[src/rtl/binoc_output_port_rr.sv]
// BiNoC router output port: round-robin arbitration over the input ports with
// wormhole locking, driving one downstream req/gnt handshake over NUM_CH channels.
//
// state | meaning
// IDLE  | choosing a winner input and a free channel for the next flit
// SEND  | flit presented downstream, waiting for gnt_dn
module binoc_output_port_rr #(
    parameter int NUM_IN = 10,
    parameter int DATA_W = 32,
    parameter int NUM_CH = 2,
    parameter int CNT_W  = 16
) (
    input  logic                                     clk,
    input  logic                                     rst,
    input  logic [NUM_IN-1:0]                        req_in,
    input  logic [NUM_IN-1:0]                        last_in,
    input  logic [NUM_IN*DATA_W-1:0]                 data_in,
    output logic [NUM_IN-1:0]                        gnt_in,
    input  logic [NUM_CH-1:0]                        ch_full,
    output logic                                     req_dn,
    input  logic                                     gnt_dn,
    output logic [DATA_W-1:0]                        data_dn,
    output logic [(NUM_CH > 1 ? $clog2(NUM_CH) : 1)-1:0] ch_sel_dn,
    output logic                                     locked,
    output logic [CNT_W-1:0]                         sent_cnt
);

    localparam int IN_W = (NUM_IN > 1) ? $clog2(NUM_IN) : 1;
    localparam int CH_W = (NUM_CH > 1) ? $clog2(NUM_CH) : 1;

    typedef enum logic {
        IDLE = 1'b0,
        SEND = 1'b1
    } state_t;

    state_t            state, state_nxt;
    logic [IN_W-1:0]   ptr;
    logic [IN_W-1:0]   cur_w;
    logic [IN_W-1:0]   lock_in;
    logic [CH_W-1:0]   lock_ch;
    logic              lock_valid;
    logic              tail;

    logic              win_found;
    logic [IN_W-1:0]   win_idx;
    logic              ch_found;
    logic [CH_W-1:0]   ch_idx;
    logic              take;
    logic              done;
    logic [NUM_IN-1:0] gnt_nxt;

    // Winner: a held wormhole lock pins both the input and the channel.
    always_comb begin
        win_found = 1'b0;
        win_idx   = '0;
        if (lock_valid) begin
            win_found = req_in[lock_in];
            win_idx   = lock_in;
        end else begin
            for (int k = 0; k < NUM_IN; k++) begin
                if (!win_found && req_in[(int'(ptr) + k) % NUM_IN]) begin
                    win_found = 1'b1;
                    win_idx   = IN_W'((int'(ptr) + k) % NUM_IN);
                end
            end
        end
    end

    always_comb begin
        ch_found = 1'b0;
        ch_idx   = '0;
        if (lock_valid) begin
            ch_found = !ch_full[lock_ch];
            ch_idx   = lock_ch;
        end else begin
            for (int c = 0; c < NUM_CH; c++) begin
                if (!ch_found && !ch_full[c]) begin
                    ch_found = 1'b1;
                    ch_idx   = CH_W'(c);
                end
            end
        end
    end

    always_comb begin
        state_nxt = state;
        take      = 1'b0;
        done      = 1'b0;
        gnt_nxt   = '0;
        case (state)
            IDLE: begin
                if (win_found && ch_found) begin
                    take             = 1'b1;
                    gnt_nxt[win_idx] = 1'b1;
                    state_nxt        = SEND;
                end
            end
            SEND: begin
                if (gnt_dn) begin
                    done      = 1'b1;
                    state_nxt = IDLE;
                end
            end
            default: state_nxt = IDLE;
        endcase
    end

    always_ff @(posedge clk or negedge rst) begin
        if (!rst) begin
            state      <= IDLE;
            ptr        <= '0;
            cur_w      <= '0;
            lock_in    <= '0;
            lock_ch    <= '0;
            lock_valid <= 1'b0;
            tail       <= 1'b0;
            req_dn     <= 1'b0;
            data_dn    <= '0;
            ch_sel_dn  <= '0;
            gnt_in     <= '0;
            sent_cnt   <= '0;
        end else begin
            state  <= state_nxt;
            gnt_in <= gnt_nxt;
            if (take) begin
                data_dn   <= data_in[int'(win_idx)*DATA_W +: DATA_W];
                ch_sel_dn <= ch_idx;
                tail      <= last_in[win_idx];
                cur_w     <= win_idx;
                req_dn    <= 1'b1;
            end
            if (done) begin
                req_dn   <= 1'b0;
                sent_cnt <= sent_cnt + CNT_W'(1);
                if (tail) begin
                    lock_valid <= 1'b0;
                    ptr        <= (cur_w == IN_W'(NUM_IN - 1)) ? '0 : cur_w + IN_W'(1);
                end else begin
                    lock_valid <= 1'b1;
                    lock_in    <= cur_w;
                    lock_ch    <= ch_sel_dn;
                end
            end
        end
    end

    assign locked = lock_valid;

endmodule
[config.mk]
export PLATFORM = sky130hd
export DESIGN_NAME = binoc_output_port_rr
export DESIGN_NICKNAME = d
export VERILOG_FILES = /design/src/rtl/binoc_output_port_rr.sv
export SDC_FILE = /design/constraint.sdc
export NUM_CORES = 1
export LEC_CHECK = 0
export CORE_UTILIZATION = 40
export DETAILED_ROUTE_END_ITERATION = 16
export MAX_ROUTING_LAYER = met4
export PLACE_DENSITY = 0.77
export SLEW_MARGIN = 10
export SYNTH_ARGS = -nofsm -noshare
export SYNTH_HDL_FRONTEND = slang
export SYNTH_SLANG_ARGS = --single-unit
[constraint.sdc]
create_clock -name clk -period 5.9 [get_ports clk]
set_input_delay 1.18 -clock clk [delete_from_list [all_inputs] [get_ports clk]]
set_output_delay 1.18 -clock clk [all_outputs]
set_load 0.03 [all_outputs]
# Yosys cells after proc, flatten, opt, wreduce, memory -nomap -nowiden

Index checks and enable logic that the tools add are counted.
W data, S select, Z words.

Bits in registers: 76
Bits of input ports: 345
Output and inout port bits: 61
Logic and storage cells: 165

$add $sub $neg: 11
Divide/modulo/power cells: 10
$lt $le $gt $ge: 14
Equality and inequality tests: 1
Shifts and indexed selects: 1
Multiplexer cells: 87
Bitwise operators: 2
Reduce and logical (&&, ||, !) cells: 27

Operators by type and width:

| cell                    | count |
|---|---|
| $lt A32 B6 Y1 const B   | 10 |
| $shiftx A320 B10 Y32    | 1 |
| $mod A32 B5 Y32 const B | 9 |
| $mux W1                 | 59 |
| $bmux W1 S4             | 12 |
| $mux W4                 | 12 |
| $mod A5 B5 Y32 const B  | 1 |
| $add A4 B3 Y5 const B   | 4 |
| $mux W10                | 2 |
| $add A16 B1 Y16 const B | 1 |
| $logic_and A1 B1 Y1     | 12 |
| $logic_not A1 Y1        | 12 |
| $add A4 B2 Y5 const B   | 2 |
| $add A4 B4 Y5 const B   | 2 |
| $lt A4 B5 Y1 const B    | 2 |
| $add A4 B1 Y5 const B   | 1 |
| $add A4 B1 Y4 const B   | 1 |
| $demux W1 S4            | 1 |
| $eq A4 B4 Y1 const B    | 1 |
| $ge A4 B1 Y1 const B    | 1 |
| $reduce_and A2 Y1       | 2 |
| $lt A1 B2 Y1 const B    | 1 |
| $not A1 Y1              | 2 |
| $pmux W1 S2             | 1 |
| $reduce_bool A2 Y1      | 1 |

# Logic depth before layout (Yosys ltp)

Gate-level depths: netlist of the first run.

Word-level depth: 48
Gate-level depth with buffers: 25

# Worst setup path before layout of the first run

OpenSTA, ideal clock, no wires.

Path kind: register to register
Start: register ptr[0]
End: register data_dn[4]
Data arrival time: 5.630 ns
Required time: 5.820 ns
Path slack: 0.190 ns
Cell stages (with the launch flop): 25
Path buffers: 5
Period minus slack after synthesis: 5.710 ns
Cells stage by stage: dfrtp_1 buf_6 clkbuf_1 inv_1 ha_1 buf_2 nor3_1 a21oi_1 nor2_1 a21oi_1 ha_1 inv_1 mux4_2 or3_1 a21boi_1 and3b_1 or3_4 a211o_1 a2bb2oi_2 o31ai_2 or4_1 buf_2 buf_6 o22a_1 o211ai_2

Longest elaborated chain between the ends: 45
Elaborated cells between the ends (all ways): 102
Classes of those cells: add/sub: 9; div: 10; shift: 1; mux: 63; reduce/logical: 19

Ends and longest elaborated chain:

| what                                                                     | RTL line | source |
|---|---|---|
| start: declaration                                                       | 37       | `logic [IN_W-1:0] ptr;` |
| start signal: assignment                                                 | 137      | `ptr <= (cur_w == IN_W'(NUM_IN - 1)) ? '0 : cur_w + IN_W'(1);` |
| parallel branches: the longest is 45 deep, another holds $mod A32 B5 Y32 | -        |  |
| end signal: assignment                                                   | 126      | `data_dn <= data_in[int'(win_idx)*DATA_W +: DATA_W];` |
| end: declaration                                                         | 22       | `output logic [DATA_W-1:0] data_dn,` |

Parallel ways; which one is timed is not known. The select of a mux whose other input is x is not followed.
A chain may end at the register's enable or synchronous reset.

# Final worst setup path of the first run

Start: register ptr[2]
End: register data_dn[2]

Same word-level chain as after synthesis.

==> results.md, run 1 <==
- Register area share after synthesis: 18.93%
- Worst EP arrival: between 5 and 6 ns
- Final core utilization: 64.02%
- Number of nets with antenna violations after routing: 0
- Post-Syn Area: 0.01005 mm2
- First-pass GRT wire length: 74260 um
- Routed WL: 51540 um
- Final Hold Fails: 0
- Die height: 160.5 um
- TritonCTS Buffers: 9
- Commonest non-fill, non-tap cells in the layout: 404 x clkdlybuf4s50_1, 189 x mux2i_1, 133 x buf_4, 76 x dfrtp_1, 69 x nor2_1
- Total power: around 14 mW
- Synth Area per Inst: 8.916 um2
- Post-route worst setup slack: 0.2074 ns
- Core Area: approximately 0.024 mm2
- Synthesis-stage register bit count: 76
- Root Driver: clkbuf_16
- Via count: 11730
- Max Clk Rate: 175.7 MHz
- CP max stage cell: mux4_2
- Crit path largest cell delay: 0.49 ns
- Hold_sp: sent_cnt[15]
- I/O Buffers: ~410
- Worst EP required: 6.13 ns
- Min-Delay Path Class: flop to flop
- H-tree levels: 3
- Hold Slack: 0.4800 ns
- Design area: 0.01566 mm2
- Gr usage total: between 40% and 50%
- CP endpoint kind: flop
- Fill cells: 2136
- Dpl ws: 0.1654 ns
- Die Area: 0.02576 mm2
- Rel. slew slack: 36.80%
- TritonCTS clock tree: done
- Post-synthesis async set-or-reset flop share: 100.0%
- EDFF count, synth: 0
- Clk network pwr share: 4.6%
- Post-Synthesis Net Count: 1507
- Flop-to-flop setup slack: ~0.21 ns
- Initial drt markers: 1071
- Final Cycle Share: 96.48%
- Reg2reg path depth: 20
- Remaining DRCs: 0
- Largest net degree at the start of global routing: 65
- Final net count: between 1500 and 2000
- Synth cell types: 92
- RSZ-0062 raised after global routing: no
- CP Cell Sequence: ha_1 -> buf_4 -> nor2_1 -> a21oi_1 -> a21oi_2 -> ha_1 -> inv_1 -> mux4_2 -> or3_1 -> a21boi_1 -> and3b_1 -> or3_4 -> nor4_4 -> a31oi_1 -> a22oi_2 -> buf_4 -> buf_12 -> mux2i_1 -> mux2_2 -> o211ai_2
- Final Setup Violations: 0
- Yosys warns: 0
- Startpoint Class: flop
- CTS sink cnt: between 70 and 80
- Cell row count: 57
- WS Path Type: flop to flop
- Max Cap Viol: 0
- IO Count: 406
- Inst Count DP: 1924
- NetSw: 6.978 mW
- Via/cell ratio: between 5 and 6
- Sw Ratio: 51.14%
- Initial Utilization: 41.08%
- Area Growth Syn to Fin: 55.85%
- Routability Congestion: approximately 1.0
- HPWL after DPL: 42840 um
- Critical path peak fanout: 24
- Total global routing overflow: 0
- Post-layout min period: 5.693 ns
- Hold EP: sent_cnt[15]
- Leading area contributor after synthesis: mux2i_1
- Combinational share of power: 88.4%
- Synth top area share: 19.13%
- Status: completed
- Post-synthesis cell count: 1127
- Int Power: 6.666 mW
- Ranking of synthesized cells by area: mux2i_1 19%, dfrtp_1 19%, mux2_2 4.9%, ha_1 4.4%, o211ai_2 4.1%
- DP Area: 0.01527 mm2
- Post-Layout Cell Count: about 2000
- Vias in the first global route: 11570
- Seq pwr share: 7.0%
- Clock buffer depth: 2
- Worst slew pin tran: 0.9480 ns
- First drt pass iteration count: 6
- Worst R2R Start: ptr[2]
- Leak: 6.870 nW
- Clock skew: 0.01303 ns
- Hold Path Cell Cnt: 1
- Most used flip-flop cell after synthesis: dfrtp_1
- Pwr dens: slightly below 900 mW/mm2
- Clock transition at the registers of the reported paths: 0.06 ns
- Share of cells above drive strength 1: between 10% and 20%
- Avg WL per Cell: 26.32 um
- Worst r2r dst: data_dn[2]
- Max-slew violations: 0
- Die width: roughly 160 um
- Commonest non-fill, non-tap cell in the layout: clkdlybuf4s50_1
- Initial antenna violation count: 19
- Max VDD drop: 613.5 uV
- Fin Setup TNS: 0 ns
- Clock Latency Late Sink: around 0.35 ns
-- cell usage after synthesis, types with 5 or more instances --
cell type	n
nand4_1	8
mux2_2	44
nor2_1	69
o22a_1	34
nand2_1	65
nand2b_1	19
or3_1	8
inv_1	25
nor4_1	7
a211oi_1	14
and2_1	7
or2_1	5
mux4_2	5
nor2b_1	10
a311oi_1	5
o21ai_0	40
o31ai_1	8
a211o_1	7
buf_8	5
buf_6	10
and3_1	11
o211ai_1	13
clkbuf_1	25
o21ai_1	6
buf_2	31
o221ai_1	5
o211ai_2	33
xnor2_1	26
xor2_1	6
dfrtp_1	76
a31oi_1	16
a2bb2oi_1	34
a21oi_1	63
ha_1	35
nand3_1	11
a31o_2	5
a221oi_1	6
mux2i_1	192
nor3_1	20
-- final cells by class --
class / instances / area (um2) / share of cell area [%]
Clock inverter: 5 / 85.08 / 0.5433
Sequential cell: 76 / 1902 / 12.14
Antenna cell: 18 / 45.04 / 0.2876
Clock buffer: 11 / 242.7 / 1.550
Inverter: 30 / 112.6 / 0.7191
Timing Repair Buffer: 548 / 5263 / 33.61
Multi-Input combinational cell: 946 / 7605 / 48.56
Tap cell: 324 / 405.4 / 2.589
-- per-layer routing --
layer,track usage (%),wire (um),up-vias
met5,-,0,-
met4,19.00,2360,0
met3,6.767,3974,102
met2,65.17,24660,611
met1,49.08,20540,5679
li1,-,-,5337
-- registers in the layout, summed over array words and instances, names as in the netlist, 4 cells and up --
name,cells
ptr,4
sent_cnt,16
data_dn,32
lock_in,4
gnt_in,10
cur_w,4
-- worst max path at each step --
| stage | startpoint | to | slack (ns) | depth (start not counted) |
|---|---|---|---|---|
| floorplan | ptr[0] | data_dn[4] | 0.19 | 24 |
| global placement | req_in[3] | data_dn[28] | 0.19 | 15 |
| detailed placement | req_in[3] | data_dn[28] | 0.17 | 15 |
| global route | ptr[1] | data_dn[12] | 0.005 | 20 |
| finish | ptr[2] | data_dn[2] | 0.21 | 20 |
| CTS | ptr[2] | data_dn[28] | 0.15 | 20 |
-- what timing repair did --
action                                  4_1_cts  5_1_grt
buffers inserted                              0        0
resized for setup                             0        5
hold buffers                                  0        0
endpoints found under the setup margin        0        8
-- logic make-up (layout without fill, tap and decap cells) --
| group | after synthesis | after routing | share of synthesized area [%] |
|---|---|---|---|
| AO/OA/AOI/OAI | 357 | 357 | 27.69 |
| AND/OR/NAND/NOR | 269 | 269 | 13.73 |
| multiplexers | 243 | 243 | 25.44 |
| buffers and inverters | 105 | 594 | 5.690 |
| flip-flops | 76 | 76 | 18.93 |
| adder cells (fa/ha/maj) | 39 | 39 | 4.757 |
| XOR/XNOR | 38 | 38 | 3.760 |
| other | 0 | 18 | 0 |
-- power by group through the flow --
| stage | combinational [mW] | sequential (mW) | clock (mW) |
|---|---|---|---|
| finish | 12.1 | 0.953 | 0.632 |
| global route | 12.8 | 0.971 | 0.657 |
| CTS | 11.8 | 0.945 | 0.634 |
| detailed placement | 11.7 | 0.945 | 0 |
| global placement | 11.7 | 0.950 | 0 |
| floorplan | 7.52 | 1.18 | 0 |
-- worst max-delay path: cells and delay by family, from the launching register on --
| family | cells | cell delay, ns |
|---|---|---|
| DFF | 1 | 0.46 |
| muxes | 3 | 1.02 |
| adders and majority gates | 2 | 0.56 |
| AOI/OAI and AO/OA | 6 | 1.03 |
| and+or+nand+nor | 5 | 1.74 |
| buffers and inverters | 4 | 0.74 |
No activity file was read; power rests on OpenSTA's default activity.
==> run 2, diff against run 1 <==
GPL_TIMING_DRIVEN = 0   (was unset)
PLACE_DENSITY = 0.74   (was 0.77)
clock period = 5.3 ns   (was 5.9 ns; I/O delays follow)
==> run 2 against run 1 <==
Against the previous run: the flow now finishes with violations (negative setup slack); worst hold slack better by 0.0014 ns; critical endpoint is now data_dn[6]; worst setup slack worse by 0.35 ns; fmax grew 4.7%; highest routed layer unchanged.
==> results.md, run 2 (same netlist as run 1, synthesis figures left out) <==
- Via count: 12210 (+4.1%)
- Flop-to-flop setup slack: -0.14 ns (-0.35 ns)
- Final net count: 2038 (+2.4%)
- Area Growth Syn to Fin: 72.84%
- Critical path peak fanout: 7 (-71%)
- Clock buffer depth: 2 (unchanged)
- Initial drt markers: 1140 (+6.4%)
- Number of nets with antenna violations after routing: 0 (unchanged)
- WS Path Type: flop to flop
- Avg WL per Cell: 27.71 um (+5.3%)
- H-tree levels: 3 (unchanged)
- Routability Congestion: 1.022 (-1.3%)
- Crit path largest cell delay: 0.66 ns (+0.17 ns)
- Worst EP arrival: 5.73 ns (-0.19 ns)
- Inst Count DP: 1857 (-3.5%)
- Post-Layout Cell Count: 2010 (+2.7%)
- Cell row count: 57 (unchanged)
- I/O Buffers: 405 (unchanged)
- Remaining DRCs: 0 (unchanged)
- Post-route worst setup slack: -0.1377 ns (-0.3451 ns)
- Max-slew violations: 0 (unchanged)
- Final Hold Fails: 0 (unchanged)
- Largest net degree at the start of global routing: 58 (-11%)
- Initial Utilization: 41.08% (unchanged)
- RSZ-0062 raised after global routing: yes
- Rel. slew slack: 36.39% (-0.41 points)
- Hold Path Cell Cnt: 1 (unchanged)
- Top flop regs: data_dn x32, sent_cnt x16, gnt_in x10
- Fin Setup TNS: -3.603 ns (-3.603 ns)
- Final Cycle Share: 102.6% (+6.1 points)
- Max Clk Rate: 183.9 MHz (+4.7%)
- TritonCTS Buffers: 9 (unchanged)
- Worst R2R Start: ptr[1]
- Die height: 160.5 um (unchanged)
- Most flops, register: data_dn
- Via/cell ratio: 6.074 (+1.4%)
- Reg2reg path depth: 21 (+5.0%)
- Commonest non-fill, non-tap cell in the layout: clkdlybuf4s50_1
- Min-Delay Path Class: flop to flop
- Dpl ws: -1.924 ns (-2.090 ns)
- CP max stage cell: or4_4
- IO Count: 406 (unchanged)
- Clock Latency Late Sink: 0.37 ns (+0.02 ns)
- Die Area: 0.02576 mm2 (unchanged)
- Post-layout min period: 5.438 ns (-0.2549 ns)
- CP Cell Sequence: buf_4 -> ha_4 -> buf_12 -> nor3_4 -> a21oi_4 -> nor2_2 -> a21oi_2 -> ha_1 -> inv_2 -> mux4_2 -> or3_4 -> a21boi_4 -> and3b_2 -> or3_4 -> a211o_1 -> a2bb2oi_2 -> o31ai_4 -> or4_4 -> buf_8 -> o22a_1 -> o211ai_2
- Crit. Startpoint: ptr[1]
- Post-CTS Hold Buffers: 0 (unchanged)
- Clock transition at the registers of the reported paths: 0.07 ns (about the same)
- Vias in the first global route: 12020 (+3.8%)
- Commonest non-fill, non-tap cells in the layout: 404 x clkdlybuf4s50_1, 168 x mux2i_1, 119 x buf_4, 72 x dfrtp_1, 65 x nor2_1
- TritonCTS clock tree: done
- Clock skew: 0.01609 ns (+0.003063 ns)
- Status: finished with violations
- CP endpoint kind: flop
- Gr usage total: 42.14% (+1.7 points)
- Delay-heaviest family, CP: simple AND/OR/NAND/NOR gates
- Worst path depth: 21 (+5.0%)
- Hold Slack: 0.4814 ns (+0.001387 ns)
- Hold_sp: sent_cnt[12]
- CTS sink cnt: 76 (unchanged)
- Die width: 160.5 um (unchanged)
- Initial antenna violation count: 21 (+2)
- Worst slew pin tran: 0.9454 ns (-0.002599 ns)
- Startpoint Class: flop
- First-pass GRT wire length: 77630 um (+4.5%)
- Root Driver: clkbuf_16
- Total global routing overflow: 0 (unchanged)
- Core Area: 0.02446 mm2 (unchanged)
- Failing checks: negative setup slack
- CP bufs+invs: 4 (unchanged)
- Most used cell, CP: or3_4
- Routed WL: 55700 um (+8.1%)
- Max Cap Viol: 0 (unchanged)
- HPWL after DPL: 42540 um (-0.68%)
- First drt pass iteration count: 7 (+1)
- Largest register FFs: 32 (unchanged)
- Final Setup Violations: 34 (+34)
- Worst EP required: 5.59 ns (-0.54 ns)
- Share of cells above drive strength 1: 27.18% (+9.7 points)
run 2: repair_timing:
action | 4_1_cts | 5_1_grt
cloned | 2 | 7
pin swaps | 45 | 47
resized for setup | 205 | 101
setup buffers | 79 | 36
endpoints found under the setup margin | 50 | 49
run 2: per-stage QoR:
| step | utilization [%] | instance area (um2) |
|---|---|---|
| final | 71.00 | 17370 |
| after CTS | 67.52 | 16520 |
| after global routing | 71.00 | 17370 |
| after floorplan | - | 10090 |
| after global placement | 59.47 | 14550 |
| after detailed placement | 59.57 | 14570 |
run 2: area by class of cell:
cell class / instances / area (um2)
clock buffer: 11 / 252.7
antenna: 23 / 57.56
multi-input combinational: 947 / 8673
sequential: 76 / 1907
tap: 324 / 405.4
inverter: 30 / 153.9
fill: 1885 / 7094
clock inverter: 5 / 58.81
buffer: 65 / 680.7
timing repair buffer: 528 / 5167
timing repair inverter: 1 / 11.26
run 2: metal layers:
layer / routed length (um) / track usage (%) / share of wire [%]
met5: 0 / - / 0
met4: 3422 / 22.68 / 6.1
met3: 4918 / 9.556 / 8.8
met2: 26600 / 68.24 / 48
met1: 20760 / 48.32 / 37
run 2: final timing paths:
kind / to
min in group asynchronous: cur_w[2]
setup / recovery: data_dn[6]
hold reg to reg: sent_cnt[12]
hold / removal: sent_cnt[12]
setup reg to reg: data_dn[6]
max in group asynchronous: sent_cnt[1]
Power of run 2 is left out: the tool's default activity adds up to more than one toggle a clock period on the data nets, which glitch-free logic cannot reach.
